<file path="src/rtl/afu_csr_pkg.sv">
// Shared CSR map, STATUS/CMD field positions and transaction FSM states
// for the MMIO-to-Avalon-MM bridge.
package afu_csr_pkg;

  localparam logic [15:0] CSR_OFF_ADDR   = 16'd0;
  localparam logic [15:0] CSR_OFF_WDATA  = 16'd2;
  localparam logic [15:0] CSR_OFF_CMD    = 16'd4;
  localparam logic [15:0] CSR_OFF_STATUS = 16'd6;
  localparam logic [15:0] CSR_OFF_RDATA  = 16'd8;

  localparam int ST_BUSY    = 0;
  localparam int ST_DONE    = 1;
  localparam int ST_TIMEOUT = 2;
  localparam int ST_CMD_ERR = 3;
  localparam int ST_W       = 4;

  localparam int CMD_GO    = 0;
  localparam int CMD_DIR   = 1;
  localparam int CMD_BE_LO = 8;
  localparam int CMD_BE_W  = 8;

  typedef enum logic [1:0] {
    IDLE    = 2'd0,
    WR_REQ  = 2'd1,
    RD_REQ  = 2'd2,
    RD_WAIT = 2'd3
  } txn_state_e;

endpackage

</file>
<file path="src/rtl/avmm_txn_fsm.sv">
// Avalon-MM transaction engine: FSM, timeout counter, registered master outputs.
// In: cmd_go/dir/be + CSR addr/wdata, slave response. Out: avs_* and status events.
module avmm_txn_fsm
  import afu_csr_pkg::*;
#(
  parameter int TIMEOUT_CYC = 1024
) (
  input  logic                Clk_400,
  input  logic                SoftReset_n,
  input  logic                cmd_go,
  input  logic                cmd_dir,
  input  logic [CMD_BE_W-1:0] cmd_be,
  input  logic [31:0]         csr_addr,
  input  logic [63:0]         csr_wdata,
  input  logic                avs_waitrequest,
  input  logic                avs_readdatavalid,
  output logic [31:0]         avs_address,
  output logic [63:0]         avs_writedata,
  output logic [7:0]          avs_byteenable,
  output logic                avs_write,
  output logic                avs_read,
  output logic                busy,
  output logic                start,
  output logic                done_set,
  output logic                timeout_set,
  output logic                cmd_err_set,
  output logic                rdata_we
);

  localparam int CW = $clog2(TIMEOUT_CYC + 1);
  localparam logic [CW-1:0] LAST = CW'(TIMEOUT_CYC - 1);

  txn_state_e    state;
  logic [CW-1:0] cnt;
  logic          wr_ack;
  logic          rd_ack;

  assign busy        = (state != IDLE);
  assign start       = cmd_go && !busy;
  assign cmd_err_set = cmd_go && busy;
  // Timeout wins over a completion landing on the same cycle.
  assign timeout_set = busy && (cnt == LAST);
  assign wr_ack      = (state == WR_REQ) && !avs_waitrequest;
  assign rd_ack      = (state == RD_WAIT) && avs_readdatavalid;
  assign done_set    = !timeout_set && (wr_ack || rd_ack);
  assign rdata_we    = !timeout_set && rd_ack;

  always_ff @(posedge Clk_400) begin
    if (!SoftReset_n) begin
      state          <= IDLE;
      cnt            <= '0;
      avs_address    <= '0;
      avs_writedata  <= '0;
      avs_byteenable <= '0;
      avs_write      <= 1'b0;
      avs_read       <= 1'b0;
    end else if (state == IDLE) begin
      if (start) begin
        state          <= cmd_dir ? RD_REQ : WR_REQ;
        cnt            <= '0;
        avs_address    <= csr_addr;
        avs_writedata  <= csr_wdata;
        avs_byteenable <= cmd_be;
        avs_write      <= !cmd_dir;
        avs_read       <= cmd_dir;
      end
    end else if (timeout_set) begin
      state     <= IDLE;
      avs_write <= 1'b0;
      avs_read  <= 1'b0;
    end else begin
      cnt <= cnt + CW'(1);
      unique case (state)
        WR_REQ: begin
          if (!avs_waitrequest) begin
            state     <= IDLE;
            avs_write <= 1'b0;
          end
        end
        RD_REQ: begin
          if (!avs_waitrequest) begin
            state    <= RD_WAIT;
            avs_read <= 1'b0;
          end
        end
        RD_WAIT: begin
          if (avs_readdatavalid) state <= IDLE;
        end
        default: state <= IDLE;
      endcase
    end
  end

endmodule

</file>
<file path="src/rtl/avmm_mmio_ctrl.sv">
// MMIO CSR block that launches single Avalon-MM reads/writes via avmm_txn_fsm.
// In: mmio wr/rd strobes, addr, wdata, tid; Avalon slave resp. Out: mmio_rsp_*, avs_*.
module avmm_mmio_ctrl
  import afu_csr_pkg::*;
#(
  parameter logic [15:0] CSR_BASE    = 16'h0030,
  parameter int          TIMEOUT_CYC = 1024
) (
  input  logic        Clk_400,
  input  logic        SoftReset_n,
  input  logic        mmio_wr_valid,
  input  logic        mmio_rd_valid,
  input  logic [15:0] mmio_addr,
  input  logic [63:0] mmio_wdata,
  input  logic [8:0]  mmio_tid,
  output logic        mmio_rsp_valid,
  output logic [63:0] mmio_rsp_data,
  output logic [8:0]  mmio_rsp_tid,
  output logic [31:0] avs_address,
  output logic [63:0] avs_writedata,
  output logic [7:0]  avs_byteenable,
  output logic        avs_write,
  output logic        avs_read,
  input  logic [63:0] avs_readdata,
  input  logic        avs_waitrequest,
  input  logic        avs_readdatavalid
);

  localparam logic [15:0] A_ADDR   = CSR_BASE + CSR_OFF_ADDR;
  localparam logic [15:0] A_WDATA  = CSR_BASE + CSR_OFF_WDATA;
  localparam logic [15:0] A_CMD    = CSR_BASE + CSR_OFF_CMD;
  localparam logic [15:0] A_STATUS = CSR_BASE + CSR_OFF_STATUS;
  localparam logic [15:0] A_RDATA  = CSR_BASE + CSR_OFF_RDATA;

  logic [31:0]     addr_q;
  logic [63:0]     wdata_q;
  logic [63:0]     rdata_q;
  logic            done_q;
  logic            tmo_q;
  logic            err_q;
  logic            busy;
  logic            start;
  logic            done_set;
  logic            timeout_set;
  logic            cmd_err_set;
  logic            rdata_we;
  logic            sel_addr;
  logic            sel_wdata;
  logic            sel_cmd;
  logic            sel_status;
  logic            sel_rdata;
  logic            wr_cmd;
  logic            wr_status;
  logic [ST_W-1:0] status;
  logic [ST_W-1:0] clr;
  logic [63:0]     rd_mux;

  assign sel_addr   = (mmio_addr == A_ADDR);
  assign sel_wdata  = (mmio_addr == A_WDATA);
  assign sel_cmd    = (mmio_addr == A_CMD);
  assign sel_status = (mmio_addr == A_STATUS);
  assign sel_rdata  = (mmio_addr == A_RDATA);

  assign wr_cmd    = mmio_wr_valid && sel_cmd;
  assign wr_status = mmio_wr_valid && sel_status;
  assign clr       = wr_status ? mmio_wdata[ST_W-1:0] : '0;

  always_comb begin
    status             = '0;
    status[ST_BUSY]    = busy;
    status[ST_DONE]    = done_q;
    status[ST_TIMEOUT] = tmo_q;
    status[ST_CMD_ERR] = err_q;
  end

  // CMD is write-only, so it falls through to zero with unmapped space.
  always_comb begin
    rd_mux = '0;
    unique case (1'b1)
      sel_addr:   rd_mux = {32'b0, addr_q};
      sel_wdata:  rd_mux = wdata_q;
      sel_status: rd_mux = {{(64-ST_W){1'b0}}, status};
      sel_rdata:  rd_mux = rdata_q;
      default:    rd_mux = '0;
    endcase
  end

  avmm_txn_fsm #(
    .TIMEOUT_CYC(TIMEOUT_CYC)
  ) u_fsm (
    .Clk_400          (Clk_400),
    .SoftReset_n      (SoftReset_n),
    .cmd_go           (wr_cmd && mmio_wdata[CMD_GO]),
    .cmd_dir          (mmio_wdata[CMD_DIR]),
    .cmd_be           (mmio_wdata[CMD_BE_LO +: CMD_BE_W]),
    .csr_addr         (addr_q),
    .csr_wdata        (wdata_q),
    .avs_waitrequest  (avs_waitrequest),
    .avs_readdatavalid(avs_readdatavalid),
    .avs_address      (avs_address),
    .avs_writedata    (avs_writedata),
    .avs_byteenable   (avs_byteenable),
    .avs_write        (avs_write),
    .avs_read         (avs_read),
    .busy             (busy),
    .start            (start),
    .done_set         (done_set),
    .timeout_set      (timeout_set),
    .cmd_err_set      (cmd_err_set),
    .rdata_we         (rdata_we)
  );

  always_ff @(posedge Clk_400) begin
    if (!SoftReset_n) begin
      mmio_rsp_valid <= 1'b0;
      mmio_rsp_data  <= '0;
      mmio_rsp_tid   <= '0;
      addr_q         <= '0;
      wdata_q        <= '0;
      rdata_q        <= '0;
      done_q         <= 1'b0;
      tmo_q          <= 1'b0;
      err_q          <= 1'b0;
    end else begin
      mmio_rsp_valid <= mmio_rd_valid;
      mmio_rsp_data  <= mmio_rd_valid ? rd_mux : '0;
      mmio_rsp_tid   <= mmio_rd_valid ? mmio_tid : '0;
      if (mmio_wr_valid && sel_addr && !busy) addr_q <= mmio_wdata[31:0];
      if (mmio_wr_valid && sel_wdata && !busy) wdata_q <= mmio_wdata;
      if (rdata_we) rdata_q <= avs_readdata;
      // Hardware set beats a same-cycle write-1-to-clear.
      done_q <= done_set | (done_q & ~start & ~clr[ST_DONE]);
      tmo_q  <= timeout_set | (tmo_q & ~start & ~clr[ST_TIMEOUT]);
      err_q  <= cmd_err_set | (err_q & ~clr[ST_CMD_ERR]);
    end
  end

endmodule

</file>
<file path="config.mk">
export PLATFORM = sky130hd
export DESIGN_NAME = avmm_mmio_ctrl
export DESIGN_NICKNAME = d
export VERILOG_FILES = /design/src/rtl/afu_csr_pkg.sv /design/src/rtl/avmm_txn_fsm.sv /design/src/rtl/avmm_mmio_ctrl.sv
export SDC_FILE = /design/constraint.sdc
export NUM_CORES = 1
export LEC_CHECK = 0
export ABC_AREA = 1
export CAP_MARGIN = 10
export CORE_MARGIN = 4
export CORE_UTILIZATION = 35
export DETAILED_ROUTE_END_ITERATION = 16
export GPL_ROUTABILITY_DRIVEN = 1
export PLACE_DENSITY = 0.64
export SYNTH_ARGS = -nofsm -noshare
export SYNTH_HDL_FRONTEND = slang
export SYNTH_HIERARCHICAL = 1
export SYNTH_SLANG_ARGS = --single-unit
</file>
<file path="constraint.sdc">
create_clock -name Clk_400 -period 3.2 [get_ports Clk_400]
set_input_delay 0.48 -clock Clk_400 [delete_from_list [all_inputs] [get_ports Clk_400]]
set_output_delay 0.48 -clock Clk_400 [all_outputs]
set_load 0.01 [all_outputs]
</file>
-- Word level (Yosys, flattened, before mapping)
Index checks and enable logic that the tools add are counted.
- multiplexer cells: 22
- equal/unequal tests: 15
- add/subtract/negate cells: 1
- reductions and logical operators: 29
- bitwise operators: 12
- operator list (cell ; number):
    $pmux W64 S4 ; 1
    $eq A16 B6 Y1 const B ; 5
    $mux W11 ; 3
    $logic_and A1 B1 Y1 ; 14
    $mux W2 ; 7
    $add A11 B1 Y11 const B ; 1
    $eq A11 B10 Y1 const B ; 1
    $mux W1 ; 9
    $ne A4 B4 Y1 const B ; 2
    $pmux W2 S3 ; 1
    $reduce_and A2 Y1 ; 3
    $reduce_and A3 Y1 ; 2
    $reduce_bool A3 Y1 ; 2
    $and A1 B1 Y1 ; 5
    $eq A2 B2 Y1 const B ; 2
    $logic_not A1 Y1 ; 4
    $mux W4 ; 1
    $ne A4 B3 Y1 const B ; 1
    $not A1 Y1 ; 4
    $reduce_and A4 Y1 ; 1
    $ne A3 B1 Y1 const B ; 1
    $or A1 B1 Y1 ; 3
    $eq A2 B1 Y1 const B ; 1
    $logic_not A2 Y1 ; 1
    4 further kinds ; 4
- register bits after elaboration: 356

-- Logic depth before layout (Yosys ltp)
- word-level depth: 8
- mapped depth: 11
- gate-level depth less buffers: 11

-- By module
Netlist, hierarchy kept.
- by module, submodules not included (module ; instances ; area an instance (sq um) ; sequential area each (sq um) ; cells an instance):
    avmm_mmio_ctrl ; 1 ; 9006.1 ; 4744.6 ; 1170
    avmm_txn_fsm ; 1 ; 4421.7 ; 2382.3 ; 587

-- Least setup slack after synthesis
No wires, ideal clock.
- kind: flip-flop to flip-flop
- from: reg u_fsm.cnt[0]
- to: reg rdata_q[32]
- setup time: 0.132 ns
- buffers on the path: 3
- period minus slack after synthesis: 1.905 ns
- stages on the path, launching flop included: 12
- setup slack: 1.295 ns
- arrival: 1.772 ns
- path through: dfxtp_1 > ha_1 > nand2_1 > nor2_2 > nand3_2 > buf_6 > nand2_1 > inv_1 > inv_2 > clkbuf_1 > clkbuf_1 > a21oi_1
- cells in the longest elaborated chain, start to end: 4
- ends and longest elaborated chain (item ; line ; source):
    start: declaration ; avmm_txn_fsm.sv:34 ; logic [CW-1:0] cnt;
    start signal: assignment ; avmm_txn_fsm.sv:72 ; cnt <= cnt + CW'(1);
    $eq A11 B10 Y1 ; avmm_txn_fsm.sv:42 ; assign timeout_set = busy && (cnt == LAST);
    $logic_and A1 B1 Y1 ; avmm_txn_fsm.sv:42 ;
    $logic_not A1 Y1 ; avmm_txn_fsm.sv:46 ; assign rdata_we = !timeout_set && rd_ack;
    $logic_and A1 B1 Y1 ; avmm_txn_fsm.sv:46 ;
    via rdata_we ; avmm_mmio_ctrl.sv:46 ; logic rdata_we;
    end signal: assignment ; avmm_mmio_ctrl.sv:130 ; if (rdata_we) rdata_q <= avs_readdata;
    end: declaration ; avmm_mmio_ctrl.sv:37 ; logic [63:0] rdata_q;
The timed path passes the listed nets, and every way through them passes these cells.
A chain may end at the register's enable or synchronous reset.

-- Final worst setup path
- from: reg u_fsm.cnt[0]
- to: reg rdata_q[42]
The elaborated chain is that of the path after synthesis.

==> impl_metrics.tcl <==
set metrics [dict create \
    grt_util_all_layers_pct 20.25 \
    finalNonFillerCells 2589 \
    tritoncts "built" \
    drc_errors 0 \
    crit_path_end_kind "flop" \
    crit_chain "ha_1 -> nand2_1 -> nor2_2 -> nand3_2 -> nand2_1 -> inv_1 -> inv_4 -> buf_4 -> o21ai_0 -> a21oi_1" \
    grtUsageMet3_pct 6.030 \
    status "finished clean" \
    cp_slowest_cell "inv_4" \
    die_h_um 203.9 \
    synth_warnings 6 \
    cts.sinks 356 \
    vdd_drop_max_mv 0.3315 \
    port_buffers 338 \
    fin_tns_setup_ns 0 \
    gp_congestion 0.8021 \
    syn_nets 1917 \
    grt.met1_usage_pct 26.61 \
    fp.coreArea_um2 37760 \
    start_kind "flop" \
    grt_pass1_vias 12095 \
    wl_per_cell_um 16.75 \
    slowest_delay_ns 0.41 \
    layout-area-overhead-vs-synth_pct 37.70 \
    grt_busiest_layer "met2" \
    postCtsSetupRepairBufs 0 \
    synth.area.top_cells "dfxtp_1, nor2_1, o21ai_0, a21oi_1, inv_1" \
    clock_skew_ns 0.01709 \
    synthCells 1757 \
    ys_ff_latch 356 \
    grt_max_degree 125 \
    cp_data_required_time_ns 3.67 \
    num_vias 12397 \
    period_minus_slack_ns 2.448 \
    nets 2204 \
    placed_cells 2512 \
    cts_root_buf "clkbuf_16" \
    fmax_mhz 408.5 \
    num-fill-cells 3617 \
    synth_edf_count 0 \
    rsz0062_at_grt "false" \
    critPathKind "reg -> reg" \
    slew_headroom_pct 41.45 \
    finalHoldViolCount 0 \
    dieArea_um2 41560 \
    period_share_pct 76.50 \
    met2_usage_pct 32.52 \
    yosysSeqAreaShare_pct 53.07 \
    power_mw 10.22 \
    cp_max_fo 50 \
    grt.overflow.total 0 \
    vias_per_cell 4.788 \
    synth_area_per_cell_um2 7.643 \
    clk_pin_slew_ns 0.06 \
    floorplan.initialDensity_pct 35.57 \
    pin_count 339 \
    htree_levels 2 \
    hold_path.class "in -> reg" \
    multi_input_comb_area_um2 5054 \
    syn-cell-area_um2 13430 \
    setup_ws_ns 0.7521 \
    p_per_area_nw_per_um2 552.7 \
    rows 71 \
    slew_violations 0 \
    ant_nets 0 \
    p_leak_nw 6.319 \
    cpMostUsedCell "nand2_1" \
    postCtsHoldBufs 0 \
    yosysTopAreaCellShare_pct 53.07 \
    synth_cell_types 26 \
    yosysTopAreaCell "dfxtp_1" \
    max-cap-violations 0 \
    wl_um 43360 \
    async_reset_ff_share_pct 0 \
    drtIter0Drc 775 \
    finalSetupViolCount 0 \
    cts_resized 0 \
    tightestPinTransition_ns 0.8783 \
    antenna_found_initial 4 \
    grt_pass1_wl_um 67390 \
    ys.flop_type "dfxtp_1" \
    cts_buffers 41 \
    drt_pre_antenna_iters 4 \
    ff_latch_area_um2 7127 \
    crit_arrival_ns 2.92 \
    drive_gt1_share_pct 5.735 \
    hpwl_um 28710 \
    die_x_um 203.9 \
    clockBufferDepth 3 \
    dpl_worst_slack_ns 0.3138 \
    insertion_delay_ns 0.55 \
]
-- worst paths after layout --
kind                             end         start  slack (ns)  depth (start not counted)
min reg2reg              rdata_q[37]   rdata_q[37]        0.45                          2
max reg2reg              rdata_q[42]  u_fsm/cnt[0]        0.75                         10
min          u_fsm/avs_writedata[53]   SoftReset_n        0.38                          3
max                      rdata_q[42]  u_fsm/cnt[0]        0.75                         10
-- critical path: cells and delay by family (launching register included) --
kind | cells | cell delay, ns
AO/OA/AOI/OAI | 2 | 0.25
adder cells (fa/ha/maj) | 1 | 0.17
buffers and inverters | 3 | 0.87
AND/OR/NAND/NOR | 4 | 0.69
flip-flops | 1 | 0.36
-- flip-flops by register name, summed over array words and instances (netlist names) --
| signal | flops |
|---|---|
| mmio_rsp_data | 64 |
| rdata_q | 64 |
| u_fsm/avs_writedata | 64 |
| wdata_q | 64 |
| addr_q | 32 |
| u_fsm/avs_address | 32 |
| u_fsm/cnt | 11 |
| mmio_rsp_tid | 9 |
| u_fsm/avs_byteenable | 8 |
| u_fsm/state | 2 |
| done_q | 1 |
| err_q | 1 |
| mmio_rsp_valid | 1 |
| tmo_q | 1 |
| u_fsm/avs_read | 1 |
| u_fsm/avs_write | 1 |
-- cell families (layout without fill, tap and decap cells) --
kind of cell / Yosys count / in the layout / share of synthesized area [%]
simple gates: 670 / 670 / 20.73
buf+inv: 284 / 602 / 9.383
compound gates: 444 / 444 / 16.59
other cells: 0 / 3 / 0
fa+ha+maj: 1 / 1 / 0.09316
flops: 356 / 356 / 53.07
xor+xnor: 2 / 2 / 0.1305
-- metrics by stage --
| step | utilization (%) | hold slack (ns) | instance area (µm²) |
|---|---|---|---|
| after floorplan | - | 0.4124 | 13430 |
| after global placement | 45.33 | 0.4214 | 17110 |
| after detailed placement | 45.33 | 0.4405 | 17110 |
| after CTS | 48.95 | 0.3536 | 18480 |
| after global routing | 48.97 | 0.3989 | 18490 |
| final | 48.97 | 0.3831 | 18490 |
-- area by class of cell --
cell class	instances	area share (%)
antenna	3	0.04060
clock buffer	62	6.855
clock inverter	12	0.5481
inverter	166	3.404
multi-input combinational	1117	27.33
sequential	356	38.54
tap	511	3.458
timing repair buffer	362	19.82
-- synth_stat cells (all sizes together) (2+ instances only) --
| master | count |
|---|---|
| nor2 | 386 |
| dfxtp | 356 |
| o21ai | 266 |
| a21oi | 176 |
| inv | 166 |
| nand2 | 153 |
| nand3 | 120 |
| buf | 59 |
| clkbuf | 59 |
| nand4 | 9 |
| xor2 | 2 |
-- cell usage in the layout (no fill, tap or decap), types with 5 or more instances in the layout --
master	n
nor2_1	376
dfxtp_1	356
clkdlybuf4s50_1	337
o21ai_0	204
a21oi_1	176
inv_1	160
nand2_1	146
nand3_1	116
o21ai_1	62
clkbuf_16	43
buf_4	16
clkbuf_8	12
nand4_1	9
buf_12	8
clkinv_2	7
clkbuf_1	7
nor2_4	6
nand2_2	5
-- report_power, final --
| part | total (mW) | leakage, nW | internal [mW] | switching [mW] |
|---|---|---|---|---|
| clock network | 4.67 | 0.676 | 2.82 | 1.86 |
| registers | 4.55 | 2.87 | 4.51 | 0.0464 |
| logic | 0.994 | 2.77 | 0.382 | 0.612 |
-- routing by layer --
layer	vias to the layer above	share of wire, %
met5	-	0.030
met1	5741	44
li1	6225	-
met3	58	8.0
met4	2	2.1
met2	371	46
No activity file was read; power rests on OpenSTA's default activity.
